--- src/rtl/avl_bus_arbiter_if.sv ---
// i_avl_bus: request/response bus shared by the core ports and memory.
// master drives commands and resp_ready; slave returns data and ready.
interface i_avl_bus;
   logic [31:0] address;
   logic [3:0]  byte_en;
   logic        read;
   logic        write;
   logic [31:0] write_data;
   logic [31:0] read_data;
   logic        read_data_valid;
   logic        request_ready;
   logic        resp_ready;

   modport master (
      output address, byte_en, read, write, write_data, resp_ready,
      input  read_data, read_data_valid, request_ready
   );

   modport slave (
      input  address, byte_en, read, write, write_data, resp_ready,
      output read_data, read_data_valid, request_ready
   );
endinterface

--- src/rtl/avl_bus_arbiter.sv ---
// avl_bus_arbiter: shares one memory port between fetch (s0) and data (s1).
// Ports: clk, rest (async high), avl_s0/avl_s1 requesters, avl_m0 memory.
module avl_bus_arbiter #(
   parameter int unsigned MAX_OUTSTANDING = 4,
   parameter bit          FIXED_PRIORITY  = 1'b0
) (
   input  logic     clk,
   input  logic     rest,
   i_avl_bus.slave  avl_s0,
   i_avl_bus.slave  avl_s1,
   i_avl_bus.master avl_m0
);

   localparam int PW = $clog2(MAX_OUTSTANDING);
   localparam int CW = PW + 1;

   logic                       req0;
   logic                       req1;
   logic                       g;
   logic                       last;
   logic                       g_read;
   logic                       g_write;
   logic                       g_rdy;
   logic                       acc;
   logic                       push;
   logic                       pop;
   logic                       nz;
   logic                       head;
   logic                       rd_block;
   logic                       resp_rdy;
   logic [PW-1:0]              wr_ptr;
   logic [PW-1:0]              rd_ptr;
   logic [CW-1:0]              count;
   logic [MAX_OUTSTANDING-1:0] ids;

   assign req0 = avl_s0.read | avl_s0.write;
   assign req1 = avl_s1.read | avl_s1.write;

   // last=1 after reset, so s0 wins the first contended cycle
   always_comb begin
      g = 1'b0;
      if (FIXED_PRIORITY)
         g = !req0 && req1;
      else if (req0 && req1)
         g = !last;
      else
         g = req1;
   end

   assign nz       = (count != '0);
   assign head     = ids[rd_ptr];
   assign resp_rdy = nz ? (head ? avl_s1.resp_ready : avl_s0.resp_ready)
                        : 1'b1;
   assign pop      = avl_m0.read_data_valid & resp_rdy & nz;
   // a pop this cycle frees a slot, so a full FIFO may still take a read
   assign rd_block = (count == CW'(MAX_OUTSTANDING)) & !pop;

   assign g_read  = g ? avl_s1.read  : avl_s0.read;
   assign g_write = g ? avl_s1.write : avl_s0.write;
   assign g_rdy   = avl_m0.request_ready & !(g_read & rd_block);
   assign acc     = (g_read | g_write) & g_rdy;
   assign push    = acc & g_read;

   assign avl_m0.address    = g ? avl_s1.address    : avl_s0.address;
   assign avl_m0.byte_en    = g ? avl_s1.byte_en    : avl_s0.byte_en;
   assign avl_m0.write_data = g ? avl_s1.write_data : avl_s0.write_data;
   assign avl_m0.write      = g_write;
   assign avl_m0.read       = g_read & !rd_block;
   assign avl_m0.resp_ready = resp_rdy;

   assign avl_s0.request_ready = !g & g_rdy;
   assign avl_s1.request_ready =  g & g_rdy;

   assign avl_s0.read_data       = avl_m0.read_data;
   assign avl_s1.read_data       = avl_m0.read_data;
   assign avl_s0.read_data_valid = avl_m0.read_data_valid & nz & !head;
   assign avl_s1.read_data_valid = avl_m0.read_data_valid & nz &  head;

   always_ff @(posedge clk or posedge rest) begin
      if (rest) begin
         count  <= '0;
         wr_ptr <= '0;
         rd_ptr <= '0;
         last   <= 1'b1;
      end else begin
         if (acc)
            last <= g;
         if (push)
            wr_ptr <= wr_ptr + PW'(1);
         if (pop)
            rd_ptr <= rd_ptr + PW'(1);
         case ({push, pop})
            2'b10:   count <= count + CW'(1);
            2'b01:   count <= count - CW'(1);
            default: count <= count;
         endcase
      end
   end

   // ID storage needs no reset: entries are only read while count != 0
   always_ff @(posedge clk) begin
      if (push)
         ids[wr_ptr] <= g;
   end

endmodule
--- src/flat_wrapper.sv ---
// flat-port wrapper written by rule: the top's interface ports become plain ports
module avl_bus_arbiter_flat 
#(
   parameter int unsigned MAX_OUTSTANDING = 4,
   parameter bit          FIXED_PRIORITY  = 1'b0
)
  (clk, rest, avl_s0_address, avl_s0_byte_en, avl_s0_read, avl_s0_write, avl_s0_write_data, avl_s0_resp_ready, avl_s0_read_data, avl_s0_read_data_valid, avl_s0_request_ready, avl_s1_address, avl_s1_byte_en, avl_s1_read, avl_s1_write, avl_s1_write_data, avl_s1_resp_ready, avl_s1_read_data, avl_s1_read_data_valid, avl_s1_request_ready, avl_m0_address, avl_m0_byte_en, avl_m0_read, avl_m0_write, avl_m0_write_data, avl_m0_resp_ready, avl_m0_read_data, avl_m0_read_data_valid, avl_m0_request_ready);
  i_avl_bus avl_s0_i ();
  i_avl_bus avl_s1_i ();
  i_avl_bus avl_m0_i ();
  input  logic clk;
  input  logic rest;
  input wire logic [$bits(avl_s0_i.address)-1:0] avl_s0_address;
  input wire logic [$bits(avl_s0_i.byte_en)-1:0] avl_s0_byte_en;
  input wire logic [$bits(avl_s0_i.read)-1:0] avl_s0_read;
  input wire logic [$bits(avl_s0_i.write)-1:0] avl_s0_write;
  input wire logic [$bits(avl_s0_i.write_data)-1:0] avl_s0_write_data;
  input wire logic [$bits(avl_s0_i.resp_ready)-1:0] avl_s0_resp_ready;
  output wire logic [$bits(avl_s0_i.read_data)-1:0] avl_s0_read_data;
  output wire logic [$bits(avl_s0_i.read_data_valid)-1:0] avl_s0_read_data_valid;
  output wire logic [$bits(avl_s0_i.request_ready)-1:0] avl_s0_request_ready;
  input wire logic [$bits(avl_s1_i.address)-1:0] avl_s1_address;
  input wire logic [$bits(avl_s1_i.byte_en)-1:0] avl_s1_byte_en;
  input wire logic [$bits(avl_s1_i.read)-1:0] avl_s1_read;
  input wire logic [$bits(avl_s1_i.write)-1:0] avl_s1_write;
  input wire logic [$bits(avl_s1_i.write_data)-1:0] avl_s1_write_data;
  input wire logic [$bits(avl_s1_i.resp_ready)-1:0] avl_s1_resp_ready;
  output wire logic [$bits(avl_s1_i.read_data)-1:0] avl_s1_read_data;
  output wire logic [$bits(avl_s1_i.read_data_valid)-1:0] avl_s1_read_data_valid;
  output wire logic [$bits(avl_s1_i.request_ready)-1:0] avl_s1_request_ready;
  output wire logic [$bits(avl_m0_i.address)-1:0] avl_m0_address;
  output wire logic [$bits(avl_m0_i.byte_en)-1:0] avl_m0_byte_en;
  output wire logic [$bits(avl_m0_i.read)-1:0] avl_m0_read;
  output wire logic [$bits(avl_m0_i.write)-1:0] avl_m0_write;
  output wire logic [$bits(avl_m0_i.write_data)-1:0] avl_m0_write_data;
  output wire logic [$bits(avl_m0_i.resp_ready)-1:0] avl_m0_resp_ready;
  input wire logic [$bits(avl_m0_i.read_data)-1:0] avl_m0_read_data;
  input wire logic [$bits(avl_m0_i.read_data_valid)-1:0] avl_m0_read_data_valid;
  input wire logic [$bits(avl_m0_i.request_ready)-1:0] avl_m0_request_ready;
  assign avl_s0_i.address = avl_s0_address;
  assign avl_s0_i.byte_en = avl_s0_byte_en;
  assign avl_s0_i.read = avl_s0_read;
  assign avl_s0_i.write = avl_s0_write;
  assign avl_s0_i.write_data = avl_s0_write_data;
  assign avl_s0_i.resp_ready = avl_s0_resp_ready;
  assign avl_s0_read_data = avl_s0_i.read_data;
  assign avl_s0_read_data_valid = avl_s0_i.read_data_valid;
  assign avl_s0_request_ready = avl_s0_i.request_ready;
  assign avl_s1_i.address = avl_s1_address;
  assign avl_s1_i.byte_en = avl_s1_byte_en;
  assign avl_s1_i.read = avl_s1_read;
  assign avl_s1_i.write = avl_s1_write;
  assign avl_s1_i.write_data = avl_s1_write_data;
  assign avl_s1_i.resp_ready = avl_s1_resp_ready;
  assign avl_s1_read_data = avl_s1_i.read_data;
  assign avl_s1_read_data_valid = avl_s1_i.read_data_valid;
  assign avl_s1_request_ready = avl_s1_i.request_ready;
  assign avl_m0_address = avl_m0_i.address;
  assign avl_m0_byte_en = avl_m0_i.byte_en;
  assign avl_m0_read = avl_m0_i.read;
  assign avl_m0_write = avl_m0_i.write;
  assign avl_m0_write_data = avl_m0_i.write_data;
  assign avl_m0_resp_ready = avl_m0_i.resp_ready;
  assign avl_m0_i.read_data = avl_m0_read_data;
  assign avl_m0_i.read_data_valid = avl_m0_read_data_valid;
  assign avl_m0_i.request_ready = avl_m0_request_ready;
  avl_bus_arbiter #(.MAX_OUTSTANDING(MAX_OUTSTANDING), .FIXED_PRIORITY(FIXED_PRIORITY)) u_core (.clk(clk), .rest(rest), .avl_s0(avl_s0_i), .avl_s1(avl_s1_i), .avl_m0(avl_m0_i));
endmodule
--- config.mk ---
export PLATFORM = sky130hd
export DESIGN_NAME = avl_bus_arbiter_flat
export DESIGN_NICKNAME = d
export VERILOG_FILES = /design/src/rtl/avl_bus_arbiter_if.sv /design/src/rtl/avl_bus_arbiter.sv /design/src/flat_wrapper.sv
export SDC_FILE = /design/constraint.sdc
export NUM_CORES = 1
export LEC_CHECK = 0
export CORE_AREA = 2 2 123 125
export DETAILED_ROUTE_END_ITERATION = 12
export DIE_AREA = 0 0 125 127
export PLACE_DENSITY = 0.64
export SLEW_MARGIN = 40
export SYNTH_ARGS = -nofsm -noshare
export SYNTH_HDL_FRONTEND = slang
export SYNTH_SLANG_ARGS = --single-unit
export TNS_END_PERCENT = 10
--- constraint.sdc ---
create_clock -name clk -period 2.98 [get_ports clk]
set_input_delay 0.298 -clock clk [delete_from_list [all_inputs] [get_ports clk]]
set_output_delay 0.298 -clock clk [all_outputs]
set_load 0.005 [all_outputs]
==> impl_metrics.csv <==
group,metric,value,unit
outcome,outcome,"finished, final reports clean",
worst_setup_path,start_kind,"flip-flop",
routing,routed_wl,8990,um
power,power.leakage,1.89,nW
floorplan,die_h,127,um
layout,post-route-cell-area,4130,um^2
synthesis,yosysTopAreaCell,"nand2_1",
synthesis,synthesis.instances,350,
sta,max_clock_freq,0.353,GHz
grt,grt_pass1_wl,13600,um
clock_network,postCtsSetupBuffers,0,
clock_network,cts.sinks,12,
floorplan,chipWidth,125,um
layout,nNetsFinal,688,
routing,drt_pass1_iterations,4,
floorplan,start_util,14.3,%
sta,skew,3.14,ps
layout,antenna_cells,0,
grt,grt_pass1_vias,2654,
worst_setup_path,critical_path.max_fanout,6,
synthesis,yosysWarnings,0,
synthesis,synth_area_leaders,"nand2_1 (38%), buf_4 (23%), dfrtp_1 (8.5%)",
sta,fin_crit_sh,95.1,%
synthesis,synth_ff_type,"dfrtp_1",
layout,seq_area,322,um^2
routing,drtIter0Drc,77,
routing,viasPerCell,3.74,
sta,hold_slack,305,ps
clock_network,path_clk_slew,40,ps
grt,gr-total-overflow,0,
routing,wire_per_inst,13.1,um
clock_network,postCtsHoldBufs,0,
synthesis,avgSynthCellArea,5.88,um^2
worst_setup_path,cp-end-kind,"primary output",
routing,drc,0,
synthesis,ys_seq_area_share,15.6,%
synthesis,syn_nets,534,
worst_setup_path,critPathKind,"reg -> out",
floorplan,core,14400,um^2
worst_setup_path,critPathArrivalTime,2530,ps
flow_run,maxCapViolCount,0,
floorplan,die_area,15900,um^2
sta,finalMaxSlewViolations,0,
worst_setup_path,cp.required,2680,ps
hold_path,hold_path.class,"in -> async",
floorplan,num_rows,44,
clock_network,cts_buffers,3,
floorplan,io_pins,317,
sta,rsz0062_at_grt,"no",
sta,fin_crit,2830,ps
clock_network,cts_root_buf,"clkbuf_16",
placed_design,placed_area,4050,um^2
sta,setup_viol,0,
synthesis,synth_cell_type_count,32,
power,p_per_area,525,nW/um^2
synthesis,synth_edf_count,4,
synthesis,synth.top_cell.area_share,37.9,%
clock_network,clock_latency,240,ps
clock_network,cts_buffer_depth,2,
layout,drive_above_1_share,5.17,%
layout,area_growth,100,%
sta,worst_pin_slew,501,ps
sta,tns,0,ps
synthesis,netlist_area,2060,um^2
grt,antenna_found_initial,0,
power,vdd_ir_drop_max,208,uV
clock_network,post_cts_resized,0,
synthesis,synth_top_cells_by_count,"nand2_1 (208), buf_4 (64), clkbuf_1 (14), inv_1 (9), dfrtp_1 (7)",
grt,grt_max_degree,48,
placed_design,place_hpwl,7460,um
synthesis,yosysMostFrequentCell,"nand2_1",
layout,multi_input_area,1180,um^2
placed_design,io_buffers,220,
clock_network,cts_tree,"done",
synthesis,synth_seq_cells,12,
placed_design,routabilityCongestion,0.774,
routing,num_vias,2570,
sta,finalHoldViolCount,0,
layout,fillers,1570,
grt,track_usage,10.5,%
routing,detail-route-antenna-nets,0,
clock_network,ctsHtreeMaxLevel,1,
synthesis,synthArstFlopShare,66.7,%
sta,max_slew_margin,66.6,%
worst_setup_path,rrSetupSlack,320,ps
==> final timing paths <==
check                                                     to  cells past startpoint                         start
worst max register to register   u_core.count[2]$_DFFE_PP0P_                     10  u_core.rd_ptr[0]$_DFFE_PP0P_
max in group asynchronous            u_core.last$_DFFE_PP1N_                      2                          rest
worst min register to register  u_core.rd_ptr[1]$_DFFE_PP0P_                      1  u_core.rd_ptr[1]$_DFFE_PP0P_
min in group clk                u_core.rd_ptr[1]$_DFFE_PP0P_                      1  u_core.rd_ptr[1]$_DFFE_PP0P_
worst max-delay path                    avl_s1_request_ready                      7  u_core.rd_ptr[0]$_DFFE_PP0P_
worst min-delay path             u_core.count[0]$_DFFE_PP0P_                      2                          rest
==> per-layer routing <==
metal	GRT usage (%)	up-vias	routed length, um
met4	2.22	0	159
li1	-	1310	-
met1	12.9	1071	3580
met2	17.4	165	4180
met3	4.31	24	1070
met5	0	-	0
==> power breakdown <==
group          total [mW]  internal [mW]  switching (mW)
Clock               0.249          0.177          0.0725
Sequential          0.310          0.248          0.0613
Combinational        1.61          0.932           0.674
==> cell families after synthesis <==
group / count (synthesis) / share of synthesized area [%]
adders and majority gates: 6 / 4.01
buffers and inverters: 88 / 27.7
muxes: 4 / 2.98
AOI/OAI and AO/OA: 12 / 5.23
DFF: 12 / 15.6
and+or+nand+nor: 222 / 41.9
xor gates and xnor gates: 6 / 2.55
==> through the flow <==
step / instances / setup slack, ps / power, mW / utilization [%]
floorplan: 350 / 412 / 1.06 / -
global placement: 683 / 284 / 1.94 / 28.1
detailed placement: 683 / 257 / 1.94 / 28.1
CTS: 687 / 127 / 2.21 / 28.6
global route: 687 / 11.9 / 2.38 / 28.6
finish: 687 / 147 / 2.17 / 28.6
==> state kept, by name (all words and copies together), names as in the netlist <==
register,cells
u_core.rd_ptr,2
u_core.count,3
u_core.wr_ptr,2
u_core.ids,4
u_core.last,1
==> layout by cell type (no fill, tap or decap), types with 4 or more instances in the layout <==
cell type	synthesis	final
clkdlybuf4s50_1	0	220
nand2_1	208	208
inv_1	9	9
dfrtp_1	7	7
nor2_1	5	5
and3_2	5	5
ha_1	5	5
buf_4	64	5
edfxtp_1	4	4
==> worst max-delay path, cell delays in order, from the launching register on <==
cell and delay [ps]:
dfrtp_1 390, mux4_2 560, mux2i_2 310, o2111ai_4 170, buf_4 180, o21ai_2 170
nor2_1 60, clkdlybuf4s50_1 440
==> layout make-up <==
cell class / instances / share of cell area (%)
flip-flops and latches: 12 / 7.79
clock buffers: 3 / 1.82
clock inverters: 1 / 0.0910
well taps: 184 / 5.58
repair buffers: 227 / 55.3
inverters: 10 / 0.910
multi-input cells: 250 / 28.5
No activity file was read; power rests on OpenSTA's default activity.
==> edit 1, RTL diff (same flow settings) <==
`MAX_OUTSTANDING` is set to 4 in 2 places; all go to 8.
--- a/src/rtl/avl_bus_arbiter.sv
+++ b/src/rtl/avl_bus_arbiter.sv
@@ -2,5 +2,5 @@
 // Ports: clk, rest (async high), avl_s0/avl_s1 requesters, avl_m0 memory.
 module avl_bus_arbiter #(
-   parameter int unsigned MAX_OUTSTANDING = 4,
+   parameter int unsigned MAX_OUTSTANDING = 8,
    parameter bit          FIXED_PRIORITY  = 1'b0
 ) (
--- a/src/flat_wrapper.sv
+++ b/src/flat_wrapper.sv
@@ -2,5 +2,5 @@
 module avl_bus_arbiter_flat 
 #(
-   parameter int unsigned MAX_OUTSTANDING = 4,
+   parameter int unsigned MAX_OUTSTANDING = 8,
    parameter bit          FIXED_PRIORITY  = 1'b0
 )
Check against the original RTL: not equivalent (a bounded check fails within 10 cycles, from zero or initial values).
==> edit 1 against the unedited design <==
- final area increased by 11%
- sequential share of layout area increased by 3.5 points
- first-iteration DRC count increased by 49%
- critical path depth unchanged
- clock power increased by 15%
- sequential cell count increased by 7
- cell count increased by 4.5%
- hold slack improved by 0.040 ns
- total power increased by 21%
- fmax decreased by 2.3%
- synthesized area increased by 18%
- routed wire length increased by 17%
- worst setup slack got worse by 0.068 ns
- largest power group unchanged
==> edit 1: results (changes against the unedited design) <==
design internal power=1.63 mW (was 1.36 mW); layout cell share with drive strength beyond 1=7.12% (was 5.17%); GR Util All Layers=12.6% (was 10.5%); Synthesized Nets=562 (was 534); Fill cells=1550 (was 1570); post-synthesis mux area share=5.39% (was 2.98%); Post-synth top cells=212 x nand2_1, 64 x buf_4, 14 x clkbuf_1 (was 208 x nand2_1, 64 x buf_4, 14 x clkbuf_1); Psw=0.988 mW (was 0.808 mW); outcome=complete, no violations (unchanged); largest net degree at the start of global routing=41 (was 48); fin crit period=2.90 ns (was 2.83 ns); Vias/cell=3.83 (was 3.74); first-pass GRT wire length=16.0 mm (was 13.6 mm); reg2reg end=u_core.count[3]$_DFFE_PP0P_ (was u_core.count[2]$_DFFE_PP0P_); Pleak=2.01 nW (was 1.89 nW); 1st-iter DRT viols=115 (was 77); Post-synth EDFFs=8 (was 4); peak supply drop=0.223 mV (was 0.208 mV); Worst R2R Setup Slack=0.13 ns (was 0.32 ns); Adder-Cell Fraction of Synth Area=3.39% (was 4.01%); final WL=10.5 mm (was 8.99 mm); Clock Pin Slew Worst Setup and Hold Paths=0.06 ns (was 0.04 ns); vias in the first global route=2788 (was 2654); final clock skew=0.000942 ns (was 0.00314 ns); Critical Path Fanout Max=5 (was 6); sequential share of power=19.6% (was 14.3%); clock share of power=10.9% (was 11.5%); Setup crit end=avl_m0_read (was avl_s1_request_ready); XOR/XNOR Fraction of Synth Area=2.87% (was 2.55%); Post-DP HPWL=8.81 mm (was 7.46 mm); distinct cell type count of the synthesized netlist=42 (was 32); relative slew slack=70.8% (was 66.6%); Layout Nets=719 (was 688); DP Worst Slack=0.0932 ns (was 0.257 ns); gpl congestion=0.752 (was 0.774); Arrival @ worst endpoint=2.60 ns (was 2.53 ns); top cells by area, synth=nand2_1 33%, buf_4 20%, dfrtp_1 10% (was nand2_1 38%, buf_4 23%, dfrtp_1 8.5%)
-- edit 1: changes by cell type after synthesis, moves of 2 or more --
cell,unedited run,this run
nand2_1,208,212
o21ai_2,2,0
buf_1,0,2
nor3_1,0,3
mux4_1,0,2
inv_1,9,7
edfxtp_1,4,8
and3_2,5,0
xnor2_1,3,5
dfrtp_1,7,10
nor4b_2,0,2
nor4_1,0,4
-- edit 1: final cells by class --
type	count	share of cell area [%]
multi-input combinational	270	30.3
clock buffer	3	1.64
timing repair buffer	233	50.9
sequential	19	11.3
inverter	8	0.656
tap	184	5.03
clock inverter	1	0.164
-- edit 1: metrics by stage --
| stage | std cells | hold WS, ns | instance area (um2) |
|---|---|---|---|
| 5_1_grt | 718 | 0.418 | 4580 |
| 6_report | 718 | 0.345 | 4580 |
| 4_1_cts | 715 | 0.364 | 4540 |
| 3_3_place_gp | 710 | 0.509 | 4450 |
| 3_5_place_dp | 710 | 0.512 | 4450 |
| 2_1_floorplan | 378 | 0.150 | 2470 |
-- edit 1: critical path, stage by stage, from the launching register on --
cell             delay [ns]
dfrtp_2                0.41
mux4_2                 0.53
mux2i_4                0.24
mux2i_4                0.31
buf_4                  0.17
nor2_1                 0.04
nor2_1                 0.13
clkdlybuf4s50_1        0.52
-- edit 1: per-layer routing --
| metal | up-vias | global-route usage (%) | share of wire (%) |
|---|---|---|---|
| met1 | 1157 | 16.7 | 42 |
| met3 | 9 | 5.78 | 12 |
| met2 | 157 | 19.6 | 45 |
| met5 | - | 0 | 0 |
| met4 | 0 | 1.37 | 0.90 |
| li1 | 1429 | - | - |
-- edit 1: what timing repair did --
item | in CTS | in global routing
buffers inserted | 1 | 3
pin swaps | 0 | 1
endpoints found under the setup margin | 3 | 3
resized for setup | 1 | 2
